`src/rtl/mem_port_arbiter.sv`:
```
// mem_port_arbiter: shares one memory port between fetch and load/store with local misalignment errors
module mem_port_arbiter #(
   parameter int ADDR_W       = 32,
   parameter int STARVE_LIMIT = 4
) (
   input  logic              clk,
   input  logic              rst_n,
   input  logic              if_req_valid,
   output logic              if_req_ready,
   input  logic [ADDR_W-1:0] if_req_addr,
   output logic              if_rsp_valid,
   output logic [31:0]       if_rsp_data,
   output logic              if_rsp_err,
   input  logic              ls_req_valid,
   output logic              ls_req_ready,
   input  logic [ADDR_W-1:0] ls_req_addr,
   input  logic              ls_req_write,
   input  logic [31:0]       ls_req_wdata,
   input  logic [1:0]        ls_req_size,
   input  logic              ls_req_unsigned,
   output logic              ls_rsp_valid,
   output logic [31:0]       ls_rsp_rdata,
   output logic              ls_rsp_err,
   output logic              mem_req_valid,
   input  logic              mem_req_ready,
   output logic [ADDR_W-1:0] mem_req_addr,
   output logic              mem_req_write,
   output logic [31:0]       mem_req_wdata,
   output logic [3:0]        mem_req_wstrb,
   input  logic              mem_rsp_valid,
   input  logic [31:0]       mem_rsp_rdata,
   input  logic              mem_rsp_err
);
   typedef enum logic [1:0] {IDLE, ISSUE, WAIT, LERR} state_t;
   state_t state, state_nx;
   logic [3:0] starve;
   logic own_ls, uns_q, ls_win, if_win, acc, mis, sg;
   logic [1:0] off, size_q, off_in;
   logic [ADDR_W-1:0] a_in;
   logic [31:0] wd, sh, ls_data;
   logic [3:0] sb;
   always_comb begin
      ls_win = ls_req_valid && !(if_req_valid && starve == 4'(STARVE_LIMIT));
      if_win = if_req_valid && !ls_win;
      ls_req_ready = rst_n && state == IDLE && ls_win;
      if_req_ready = rst_n && state == IDLE && if_win;
      acc = ls_req_ready || if_req_ready;
      a_in = ls_win ? ls_req_addr : if_req_addr;
      off_in = a_in[1:0];
      mis = ls_win ? (ls_req_size == 2'd3 || (ls_req_size == 2'd2 && off_in != 2'd0) ||
                      (ls_req_size == 2'd1 && off_in[0])) : off_in != 2'd0;
      state_nx = state == IDLE  ? (acc ? (mis ? LERR : ISSUE) : IDLE) :
                 state == ISSUE ? (mem_req_ready ? WAIT : ISSUE) :
                 state == WAIT  ? (mem_rsp_valid ? IDLE : WAIT) : IDLE;
      mem_req_valid = state == ISSUE;
      wd = ls_req_size == 2'd0 ? {4{ls_req_wdata[7:0]}} :
           ls_req_size == 2'd1 ? {2{ls_req_wdata[15:0]}} : ls_req_wdata;
      sb = !ls_req_write ? 4'b0000 : ls_req_size == 2'd0 ? 4'b0001 << off_in :
           ls_req_size == 2'd1 ? 4'b0011 << off_in : 4'b1111;
      sh = mem_rsp_rdata >> {off, 3'b000};
      sg = !uns_q && (size_q == 2'd0 ? sh[7] : sh[15]);
      ls_data = mem_req_write ? 32'd0 : size_q == 2'd0 ? {{24{sg}}, sh[7:0]} :
                size_q == 2'd1 ? {{16{sg}}, sh[15:0]} : sh;
   end
   always_ff @(posedge clk or negedge rst_n)
      if (!rst_n) state <= IDLE;
      else state <= state_nx;
   always_ff @(posedge clk or negedge rst_n)
      if (!rst_n) begin
         starve <= '0;
         own_ls <= 1'b0;
         uns_q <= 1'b0;
         off <= '0;
         size_q <= '0;
         mem_req_addr <= '0;
         mem_req_write <= 1'b0;
         mem_req_wdata <= '0;
         mem_req_wstrb <= '0;
         if_rsp_valid <= 1'b0;
         if_rsp_data <= '0;
         if_rsp_err <= 1'b0;
         ls_rsp_valid <= 1'b0;
         ls_rsp_rdata <= '0;
         ls_rsp_err <= 1'b0;
      end else begin
         if_rsp_valid <= 1'b0;
         ls_rsp_valid <= 1'b0;
         if (!if_req_valid || if_req_ready) starve <= '0;
         else if (ls_req_ready) starve <= starve + 4'd1;
         if (acc) begin
            own_ls <= ls_win;
            uns_q <= ls_req_unsigned;
            off <= off_in;
            size_q <= ls_req_size;
            mem_req_addr <= {a_in[ADDR_W-1:2], 2'b00};
            mem_req_write <= ls_win && ls_req_write;
            mem_req_wdata <= ls_win ? wd : 32'd0;
            mem_req_wstrb <= ls_win ? sb : 4'd0;
         end
         // local errors reuse the response path with zero data
         if ((state == WAIT && mem_rsp_valid) || state == LERR) begin
            if (own_ls) begin
               ls_rsp_valid <= 1'b1;
               ls_rsp_err <= state == LERR || mem_rsp_err;
               ls_rsp_rdata <= state == LERR ? 32'd0 : ls_data;
            end else begin
               if_rsp_valid <= 1'b1;
               if_rsp_err <= state == LERR || mem_rsp_err;
               if_rsp_data <= state == LERR ? 32'd0 : mem_rsp_rdata;
            end
         end
      end
endmodule

```
`config.mk`:
```
export PLATFORM = sky130hd
export DESIGN_NAME = mem_port_arbiter
export DESIGN_NICKNAME = d
export VERILOG_FILES = /design/src/rtl/mem_port_arbiter.sv
export SDC_FILE = /design/constraint.sdc
export NUM_CORES = 1
export LEC_CHECK = 0
export CAP_MARGIN = 20
export CORE_ASPECT_RATIO = 1.25
export CORE_MARGIN = 2
export CORE_UTILIZATION = 47
export CTS_CLUSTER_DIAMETER = 200
export CTS_CLUSTER_SIZE = 10
export DETAILED_ROUTE_END_ITERATION = 6
export PLACE_DENSITY = 0.86
export SYNTH_ARGS = -nofsm -noshare
export SYNTH_HDL_FRONTEND = slang
export SYNTH_SLANG_ARGS = --single-unit
```
`constraint.sdc`:
```
create_clock -name clk -period 3.4 [get_ports clk]
set_input_delay 0.51 -clock clk [delete_from_list [all_inputs] [get_ports clk]]
set_output_delay 0.51 -clock clk [all_outputs]
set_load 0.05 [all_outputs]
```
==> results.yml <==
sta:
  finalHoldViolations: 0
  setup_tns_ns: 0
  setup_viol: 0
  finClkSkew_ns: 0.01142
  rsz0062_at_grt: "false"
  finalMaxSlewViolations: 0
  finalCritPeriodShare_pct: 87.17
  fmax_mhz: 337.4
  fin_crit_ns: 2.964
  maxSlewHeadroom_pct: 29.34
  tightest_slew_ns: 1.060
route:
  first_pass_iters: 4
  wl_mm: 21.22
  routed_wire_length_per_instance_um: 18.13
  ant_nets: 0
  remaining_drc_errors: 0
  drt_iter0_drc: 447
  dr_total_vias: 6403
  avgViaCountPerCell: 5.473
layout:
  multi_input_comb_area_um2: 2868
  final_common_cell: "clkdlybuf4s50_1"
  register_area_um2: 3679
  syn_to_final_growth_pct: 52.47
  layout_common_cells: "clkdlybuf4s50_1 (274), nand2_1 (186), dfrtp_1 (147)"
  fin_cells: 1170
  num-nets-final: 1120
  nFillCells: 1043
  num_antenna_cells: 0
  drive_above_1_share_pct: 6.855
  fin_util_pct: 72.75
synthesis:
  ys_seq_elements: 147
  syn_area_um2: 6787
  yosysSeqAreaShare_pct: 54.20
  synthArstFlopShare_pct: 100.0
  avgSynthCellArea_um2: 9.426
  ys_types: 46
  yosysWarnings: 0
  synth_ff_type: "dfrtp_1"
  syn_inst: 720
  synth_edf_count: 0
grt:
  antenna_found_initial: 0
  grt_max_degree: 148
  grt_pass1_wl_mm: 33.96
  gr-total-overflow: 0
  grt_usage_pct: 27.75
  grt_pass1_vias: 6310
clock_network:
  cts_max_level: 4
  post_cts_buffers: 0
  cts-root-buf: "clkbuf_16"
  postCtsHoldBufs: 0
  ctsResizeCount: 0
  cts_inserted_buffers: 17
  insertion_delay_ns: 0.41
  cts_num_sinks: 147
  clock_path_buffers: 2
  clk_pin_slew_ns: 0.06
  cts_tree: "built"
pwr:
  power_density_nw_per_um2: 1020
  power_leakage_nw: 4.614
  peakVddDrop_uv: 623.1
  p_total_mw: 10.55
floorplan:
  die_width_um: 111.5
  die_area_um2: 15420
  core_um2: 14220
  ios: 279
  initial_core_util_pct: 47.71
  num_rows: 49
  die_h_um: 138.3
run:
  cap_violations: 0
placement:
  dp_hpwl_mm: 15.33
  place_congestion: 0.8914
  place.port_buffers: 276
  dp_cells: 1137
run_status:
  status: "complete, no violations"
worst_setup_path:
  path_max_fanout: 9
  worstSetupStartpointType: "primary input"
  endpoint_kind: "output pin"
  cp_data_arrival_time_ns: 2.45
  critPathRequiredTime_ns: 2.89
  crit_type: "in -> out"
min_path:
  hold_class: "in -> async"
==> state kept, by name (all words and copies together), names as in the netlist, 2 cells and up <==
signal	flops
if_rsp_data	32
ls_rsp_rdata	32
mem_req_addr	30
mem_req_wdata	32
mem_req_wstrb	4
off	2
size_q	2
starve	4
state	2
==> kinds of logic (layout without fill, tap and decap cells) <==
group | count (synthesis) | after routing | synth area share [%]
simple gates | 271 | 271 | 16.43
compound gates | 187 | 187 | 17.09
flops | 147 | 147 | 54.20
buf+inv | 61 | 332 | 3.835
mux | 51 | 51 | 8.020
fa+ha+maj | 2 | 2 | 0.3687
other cells | 1 | 2 | 0.05526
==> worst max-delay path, cell delays in order <==
cell	delay, ns
clkdlybuf4s50_1	0.64
and4b_1	0.30
nor2_2	0.05
nor2_1	0.13
clkdlybuf4s50_1	0.82
==> final timing paths <==
| path | start | end | slack (ns) | cells after the start |
|---|---|---|---|---|
| max in group asynchronous | rst_n | mem_req_addr[12] | 2.59 | 2 |
| worst min-delay path | rst_n | size_q[0] | 0.28 | 2 |
| min in group clk | if_rsp_data[12] | if_rsp_data[12] | 0.48 | 2 |
| worst max-delay path | if_req_valid | if_req_ready | 0.44 | 5 |
| worst min register to register | if_rsp_data[12] | if_rsp_data[12] | 0.48 | 2 |
| worst max register to register | off[0] | ls_rsp_rdata[19] | 1.33 | 5 |
==> Yosys cell counts (3+ instances only) <==
cell	number	area, µm²
mux2_2	7	78.83
nor3_1	4	20.02
dfrtp_1	147	3679
a31oi_1	33	206.5
nand2b_1	8	50.05
clkbuf_1	39	146.4
a21oi_1	29	145.1
a221o_1	15	150.1
nor2_1	55	206.5
mux2i_1	42	420.4
a22o_1	17	148.9
a21boi_0	3	22.52
nand3_1	6	30.03
buf_2	7	35.03
nand2_1	186	698.2
o21ai_0	77	385.4
buf_1	3	11.26
inv_1	8	30.03
==> per-layer routing <==
layer	wire length [µm]	global-route usage, %	share of wire [%]
met3	1423	6.313	6.7
met1	8496	35.53	40
met5	0	0	0
met2	10590	45.89	50
met4	711	11.05	3.4
==> cell type report <==
cell class              instances  area share, %
well taps                     178          2.152
multi-input cells             513          27.71
clock inverters                14          1.741
clock buffers                  18          4.148
flip-flops and latches        147          35.55
inverters                       8         0.2902
repair buffers                292          28.40
==> power breakdown <==
part / switching (mW) / internal [mW]
combinational: 3.77 / 1.94
sequential: 0.452 / 2.47
clock: 0.761 / 1.17
total: 4.98 / 5.57
==> stage by stage <==
step	cell area, µm²	hold WS [ns]	worst slack, ns
2_1_floorplan	6790	0.2144	0.9119
3_3_place_gp	9711	0.4602	0.4945
3_5_place_dp	9711	0.4693	0.4589
4_1_cts	10320	0.3223	0.4465
5_1_grt	10350	0.3144	0.3608
6_report	10350	0.2832	0.4363
Note: power is estimated with default switching activity, not from simulation.
